<file path="config.mk">
export PLATFORM = sky130hd
export DESIGN_NAME = vga_capture
export DESIGN_NICKNAME = d
export VERILOG_FILES = /design/src/rtl/vga_timing_pkg.sv /design/src/rtl/vga_sync_edge.sv /design/src/rtl/vga_capture.sv
export SDC_FILE = /design/constraint.sdc
export NUM_CORES = 1
export LEC_CHECK = 0
export ABC_CLOCK_PERIOD_IN_PS = 3400
export BUFFER_PORTS_ARGS = -buffer_cell sky130_fd_sc_hd__buf_2
export CAP_MARGIN = 20
export CORE_ASPECT_RATIO = 1.75
export CORE_MARGIN = 1.5
export CORE_UTILIZATION = 55
export DETAILED_ROUTE_END_ITERATION = 12
export PLACE_DENSITY = 0.78
export SLEW_MARGIN = 0
export SYNTH_ARGS = -nofsm -noshare
export SYNTH_HDL_FRONTEND = slang
export SYNTH_SLANG_ARGS = --single-unit
</file>
<file path="constraint.sdc">
create_clock -name clk -period 3.4 [get_ports clk]
set_input_delay 0.51 -clock clk [delete_from_list [all_inputs] [get_ports clk]]
set_output_delay 0.51 -clock clk [all_outputs]
set_load 0.01 [all_outputs]
</file>
<file path="src/rtl/vga_timing_pkg.sv">
// Shared 640x480@60 timing constants, PMOD bus bit map and lock FSM encoding
// used by both the TinyVGA pattern generator and the capture block.
package vga_timing_pkg;

  localparam int H_ACTIVE = 640;
  localparam int H_SYNC   = 96;
  localparam int H_BACK   = 48;
  localparam int H_TOTAL  = 800;
  localparam int V_ACTIVE = 480;
  localparam int V_SYNC   = 2;
  localparam int V_BACK   = 33;
  localparam int V_TOTAL  = 525;

  // PMOD bus: {hsync, B[0], G[0], R[0], vsync, B[1], G[1], R[1]}
  localparam int PMOD_HSYNC = 7;
  localparam int PMOD_B0    = 6;
  localparam int PMOD_G0    = 5;
  localparam int PMOD_R0    = 4;
  localparam int PMOD_VSYNC = 3;
  localparam int PMOD_B1    = 2;
  localparam int PMOD_G1    = 1;
  localparam int PMOD_R1    = 0;

  typedef logic [1:0] lock_state_t;
  localparam lock_state_t ST_SEARCH  = 2'd0;
  localparam lock_state_t ST_MEASURE = 2'd1;
  localparam lock_state_t ST_LOCKED  = 2'd2;

endpackage

</file>
<file path="src/rtl/vga_sync_edge.sv">
// PMOD input capture: sync polarity normalisation, two register stages and
// sync assertion edge detection. Syncs are stored as 1 = asserted.
module vga_sync_edge
  import vga_timing_pkg::*;
#(
  parameter bit SYNC_ACTIVE_LOW = 1'b1
) (
  input  logic       clk,
  input  logic       reset,
  input  logic [7:0] vga_in,
  output logic       h_edge,
  output logic       v_edge,
  output logic [5:0] rgb_p1
);

  logic       hs_in, vs_in;
  logic [5:0] rgb_in;
  logic       hs_p0, vs_p0, hs_p1, vs_p1;
  logic [5:0] rgb_p0;

  assign hs_in  = vga_in[PMOD_HSYNC] ^ SYNC_ACTIVE_LOW;
  assign vs_in  = vga_in[PMOD_VSYNC] ^ SYNC_ACTIVE_LOW;
  assign rgb_in = {vga_in[PMOD_R1], vga_in[PMOD_R0], vga_in[PMOD_G1],
                   vga_in[PMOD_G0], vga_in[PMOD_B1], vga_in[PMOD_B0]};

  // p0 / p1: raw bus capture, cleared to deasserted sync and black
  always_ff @(posedge clk) begin
    if (reset) begin
      hs_p0  <= 1'b0;
      vs_p0  <= 1'b0;
      rgb_p0 <= '0;
      hs_p1  <= 1'b0;
      vs_p1  <= 1'b0;
      rgb_p1 <= '0;
    end else begin
      hs_p0  <= hs_in;
      vs_p0  <= vs_in;
      rgb_p0 <= rgb_in;
      hs_p1  <= hs_p0;
      vs_p1  <= vs_p0;
      rgb_p1 <= rgb_p0;
    end
  end

  assign h_edge = hs_p0 & ~hs_p1;
  assign v_edge = vs_p0 & ~vs_p1;

endmodule

</file>
<file path="src/rtl/vga_capture.sv">
// TinyVGA PMOD receiver: recovers pixel coordinates from sync edges, verifies
// frame timing and emits a locked per-pixel valid stream.
module vga_capture #(
  parameter int H_ACTIVE        = vga_timing_pkg::H_ACTIVE,
  parameter int H_SYNC          = vga_timing_pkg::H_SYNC,
  parameter int H_BACK          = vga_timing_pkg::H_BACK,
  parameter int H_TOTAL         = vga_timing_pkg::H_TOTAL,
  parameter int V_ACTIVE        = vga_timing_pkg::V_ACTIVE,
  parameter int V_SYNC          = vga_timing_pkg::V_SYNC,
  parameter int V_BACK          = vga_timing_pkg::V_BACK,
  parameter int V_TOTAL         = vga_timing_pkg::V_TOTAL,
  parameter int SYNC_ACTIVE_LOW = 1
) (
  input  logic        clk,
  input  logic        reset,
  input  logic [7:0]  vga_in,
  output logic        pix_valid,
  output logic [9:0]  pix_x,
  output logic [9:0]  pix_y,
  output logic [5:0]  rgb,
  output logic        frame_start,
  output logic        locked,
  output logic        sync_error,
  output logic [15:0] frame_count
);
  import vga_timing_pkg::*;

  localparam logic [9:0] H_START = 10'(H_SYNC + H_BACK);
  localparam logic [9:0] H_END   = 10'(H_SYNC + H_BACK + H_ACTIVE);
  localparam logic [9:0] H_LAST  = 10'(H_TOTAL - 1);
  localparam logic [9:0] V_START = 10'(V_SYNC + V_BACK);
  localparam logic [9:0] V_END   = 10'(V_SYNC + V_BACK + V_ACTIVE);
  localparam logic [9:0] V_LAST  = 10'(V_TOTAL - 1);

  function automatic logic [9:0] sat_inc(input logic [9:0] v);
    return (v == 10'h3FF) ? v : v + 10'd1;
  endfunction

  logic        h_edge, v_edge;
  logic [5:0]  rgb_p1;
  logic [9:0]  h_cnt_p1, v_cnt_p1;
  lock_state_t state, state_nxt;
  logic        h_exempt, h_bad, v_bad;
  logic        err_nxt, fc_inc_nxt, err_p1, fc_inc_p1;
  logic        active_p1, valid_p1;

  vga_sync_edge #(
    .SYNC_ACTIVE_LOW(SYNC_ACTIVE_LOW != 0)
  ) u_sync_edge (
    .clk    (clk),
    .reset  (reset),
    .vga_in (vga_in),
    .h_edge (h_edge),
    .v_edge (v_edge),
    .rgb_p1 (rgb_p1)
  );

  // Checks compare the count reached by the previous line/frame at the new edge
  always_comb begin
    h_bad      = h_edge && (h_cnt_p1 != H_LAST) && !(h_exempt && state == ST_MEASURE);
    v_bad      = v_edge && (v_cnt_p1 != V_LAST);
    state_nxt  = state;
    err_nxt    = 1'b0;
    fc_inc_nxt = 1'b0;
    case (state)
      ST_SEARCH:  if (v_edge) state_nxt = ST_MEASURE;
      ST_MEASURE: begin
        if (h_bad || v_bad) state_nxt = ST_SEARCH;
        else if (v_edge)    state_nxt = ST_LOCKED;
      end
      ST_LOCKED: begin
        if (h_bad || v_bad) begin
          state_nxt = ST_SEARCH;
          err_nxt   = 1'b1;
        end else if (v_edge) begin
          fc_inc_nxt = 1'b1;
        end
      end
      default:    state_nxt = ST_SEARCH;
    endcase
  end

  // p1: counters and FSM, aligned with the word in the second input register
  always_ff @(posedge clk) begin
    if (reset) begin
      h_cnt_p1  <= '0;
      v_cnt_p1  <= '0;
      state     <= ST_SEARCH;
      h_exempt  <= 1'b0;
      err_p1    <= 1'b0;
      fc_inc_p1 <= 1'b0;
    end else begin
      if (h_edge) begin
        h_cnt_p1 <= '0;
        v_cnt_p1 <= v_edge ? 10'd0 : sat_inc(v_cnt_p1);
      end else begin
        h_cnt_p1 <= sat_inc(h_cnt_p1);
      end
      state     <= state_nxt;
      err_p1    <= err_nxt;
      fc_inc_p1 <= fc_inc_nxt;
      if (state == ST_SEARCH && v_edge) h_exempt <= 1'b1;
      else if (h_edge)                  h_exempt <= 1'b0;
    end
  end

  assign active_p1 = (h_cnt_p1 >= H_START) && (h_cnt_p1 < H_END) &&
                     (v_cnt_p1 >= V_START) && (v_cnt_p1 < V_END);
  assign valid_p1  = active_p1 && (state == ST_LOCKED);

  // p2: registered outputs
  always_ff @(posedge clk) begin
    if (reset) begin
      pix_valid   <= 1'b0;
      pix_x       <= '0;
      pix_y       <= '0;
      rgb         <= '0;
      frame_start <= 1'b0;
      locked      <= 1'b0;
      sync_error  <= 1'b0;
      frame_count <= '0;
    end else begin
      pix_valid   <= valid_p1;
      pix_x       <= valid_p1 ? h_cnt_p1 - H_START : 10'd0;
      pix_y       <= valid_p1 ? v_cnt_p1 - V_START : 10'd0;
      rgb         <= valid_p1 ? rgb_p1 : 6'd0;
      frame_start <= valid_p1 && (h_cnt_p1 == H_START) && (v_cnt_p1 == V_START);
      locked      <= (state == ST_LOCKED);
      sync_error  <= err_p1;
      if (fc_inc_p1) frame_count <= frame_count + 16'd1;
    end
  end

endmodule

</file>
==> results.py <==
metrics = {
    "run_status": {
        "outcome": "finished clean",
    },
    "timing": {
        "setup_viol": 0,
        "final.setup.worst_slack_ns": 1.07,
        "timing_hold_violations_final": 0,
        "slew-limit-headroom": 0.519,
        "final.min_clock_period_ns": 2.33,
        "timing_max_transition_violations_final": 0,
        "layout_worst_path_cycle_share": 0.684,
        "worst_clock_skew_ns": 0.0103,
        "worst_pin_slew_ns": 0.721,
        "grt_setup_unrepaired": "false",
        "fmax_mhz": 430,
        "setup_total_negative_slack_ns": 0,
    },
    "critical_path": {
        "timing.critical_path.slowest_cell_delay_ns": 0.49,
        "cp_slowest_cell": "sky130_fd_sc_hd__dfxtp_1",
        "setup.reg_to_reg.worst_slack_ns": 1.07,
        "required_ns": 3.67,
        "crit_chain": "ha_1 -> nand2b_1 -> nor4_1 -> o2111ai_2 -> buf_8 -> nor4b_1",
        "critical_path_peak_fanout": 15,
        "reg2reg_depth": 6,
        "endpoint_kind": "flip-flop",
        "reg2reg_to": "pix_x[8]$_SDFF_PP0_",
        "setup.worst_path.start_class": "flip-flop",
        "worst-setup-path-type": "reg2reg",
        "rr_startpoint": "h_cnt_p1[4]$_SDFFE_PP0P_",
        "cp_data_arrival_time_ns": 2.60,
    },
    "global_routing": {
        "grt_util_all_layers": 0.219,
        "via_count_of_the_first_global_routing_pass": 2639,
        "grt_first_pass_wirelength_mm": 12.0,
        "grt_antenna_before_repair": 0,
        "grt_max_degree": 46,
        "gr-total-overflow": 0,
    },
    "logic_synthesis": {
        "synth_most_common_cell": "sky130_fd_sc_hd__dfxtp_1",
        "synth_cells": 380,
        "post_synth_instance_area_mm2": 0.00360,
        "synthesis.nets": 398,
        "netlist-cell-type-count": 55,
        "postSynth.topFlopCell": "sky130_fd_sc_hd__dfxtp_1",
        "post_synth_main_area_contributors": "sky130_fd_sc_hd__dfxtp_1, sky130_fd_sc_hd__xnor2_1, sky130_fd_sc_hd__nor2_1",
        "ys_ff_latch": 87,
        "synth.yosys.seq_area_share": 0.483,
        "mean_instance_size_in_the_synthesized_netlist_um2": 9.49,
        "async_reset_ff_frac": 0,
        "yosys.area.top_type_share": 0.483,
        "synth_top_area_cell": "sky130_fd_sc_hd__dfxtp_1",
        "synth_commonest_cells": "sky130_fd_sc_hd__dfxtp_1, sky130_fd_sc_hd__nor2_1, sky130_fd_sc_hd__nor3_1",
        "number_of_warning_messages_in_the_yosys_log": 0,
        "synth-edff-count": 0,
    },
    "clock_network": {
        "clkTransAtPathRegs_ns": 0.08,
        "cts-root-buf": "sky130_fd_sc_hd__clkbuf_8",
        "clock_latency_ns": 0.36,
        "postCtsResizedCells": 0,
        "numClockSinks": 87,
        "post-cts-setup-buffer-count": 0,
        "tritoncts": "built",
        "numCtsBuffers": 9,
        "holdBufCountCts": 0,
        "max-clock-path-buffers": 2,
        "clock_tree.htree_level_count": 3,
    },
    "place": {
        "placement.setup.worst_slack_ns": 1.21,
        "dp_hpwl_mm": 5.22,
        "port-buffer-count": 55,
        "gpl.final_weighted_congestion": 0.914,
    },
    "route": {
        "vias": 2853,
        "detailed_route_vias_per_instance": 5.59,
        "ant_nets": 0,
        "drcViolationCount": 0,
        "first_pass_iters": 4,
        "detailedRoute.firstIterationViolations": 194,
        "finalWirelength_mm": 7.42,
        "drt-wirelength-per-cell_um": 14.5,
    },
    "floorplanning": {
        "die_height_um": 110,
        "placement_rows": 38,
        "floorplan.initialDensity": 0.574,
        "design.core.area_mm2": 0.00628,
        "die_width_um": 64.2,
        "boundaryPins": 56,
        "die-area_mm2": 0.00707,
    },
    "power_and_ir_drop": {
        "power_per_cell_area_mw_per_mm2": 474,
        "power.static_leakage_nw": 1.67,
        "vdd_drop_max_v": 0.000313,
    },
    "worst_hold_path": {
        "min_delay_worst_endpoint": "u_sync_edge.hs_p0$_SDFF_PP0_",
        "holdPathStages": 2,
        "worst_hold_path_type": "in2reg",
        "timing.hold.worst.start": "vga_in[7]",
    },
    "finish": {
        "drive_gt1_frac": 0.193,
        "areaGrowthSynthToFinish_pct": 14.6,
        "final_util": 0.658,
        "finish.net_count": 443,
        "antennaDiodeCount": 0,
    },
    "job": {
        "max-cap-violations": 0,
    },
}
[metrics by stage]
step	hold slack [ns]	total power [W]	cell area (um2)	std cells
after floorplan	0.414	0.00110	3600	380
after global placement	0.417	0.00112	3870	493
after detailed placement	0.427	0.00112	3880	494
after CTS	0.289	0.00197	4130	510
after global routing	0.289	0.00202	4130	510
final	0.300	0.00196	4130	510
[final cells by class]
type	count	area, um2
clock buffer	11	141
clock inverter	5	105
fill	555	2150
inverter	11	41.3
multi-input combinational	258	1700
sequential	87	1740
tap	80	100
timing repair buffer	58	305
[report_power, final]
| part | switching (W) | internal (W) |
|---|---|---|
| Sequential | 0.00000918 | 0.00103 |
| Combinational | 0.0000316 | 0.0000215 |
| Clock | 0.000353 | 0.000508 |
[worst max path at each step]
stage	startpoint	slack (ns)	depth (start not counted)	endpoint
floorplan	v_cnt_p1[0]$_SDFFE_PP0P_	1.57	7	pix_y[2]$_SDFF_PP0_
global placement	h_cnt_p1[4]$_SDFFE_PP0P_	1.12	5	pix_x[8]$_SDFF_PP0_
detailed placement	h_cnt_p1[4]$_SDFFE_PP0P_	1.21	6	pix_x[8]$_SDFF_PP0_
CTS	h_cnt_p1[4]$_SDFFE_PP0P_	1.13	6	pix_x[8]$_SDFF_PP0_
global route	h_cnt_p1[4]$_SDFFE_PP0P_	0.91	6	pix_x[8]$_SDFF_PP0_
finish	h_cnt_p1[4]$_SDFFE_PP0P_	1.07	6	pix_x[8]$_SDFF_PP0_
[layer usage]
metal,track usage,wire [um],up-vias
li1,-,-,1424
met1,0.228,2970,1337
met2,0.403,3880,75
met3,0.0355,315,17
met4,0.137,248,0
met5,0,0,-
[cells by family (layout without fill, tap and decap cells)]
group                      after synthesis  in the layout  synth area share
and+or+nand+nor                        170            170             0.265
buffers and inverters                   35             85            0.0465
AOI/OAI and AO/OA                       50             50             0.103
DFF                                     87             87             0.483
muxes                                    4              4            0.0115
xor gates and xnor gates                26             26            0.0632
adders and majority gates                8              8            0.0278
[worst max-delay path, delay by kind of cell, from the launching register on]
kind | cells | cell delay, ns
simple gates | 3 | 0.77
flops | 1 | 0.49
compound gates | 1 | 0.47
buf+inv | 1 | 0.31
fa+ha+maj | 1 | 0.20
[registers in the layout, indices dropped and copies added (netlist names), 2 cells and up]
register and flops:
pix_y 10, rgb 6, u_sync_edge.rgb_p0 6, u_sync_edge.rgb_p1 6
pix_x 10, state 2, v_cnt_p1 10, h_cnt_p1 10
frame_count 16
[placed cells by master (no fill, tap or decap), types with 9 or more instances in the layout]
cell type / count
sky130_fd_sc_hd__nor4_1: 10
sky130_fd_sc_hd__a21oi_1: 14
sky130_fd_sc_hd__nand2_1: 22
sky130_fd_sc_hd__nor2_1: 34
sky130_fd_sc_hd__nor3_1: 23
sky130_fd_sc_hd__dfxtp_1: 87
sky130_fd_sc_hd__xnor2_1: 18
sky130_fd_sc_hd__inv_1: 11
sky130_fd_sc_hd__buf_2: 55
sky130_fd_sc_hd__clkbuf_8: 10
sky130_fd_sc_hd__nand4_1: 10
sky130_fd_sc_hd__o21ai_0: 9
sky130_fd_sc_hd__nor2b_1: 19
No activity file was read; power rests on OpenSTA's default activity.
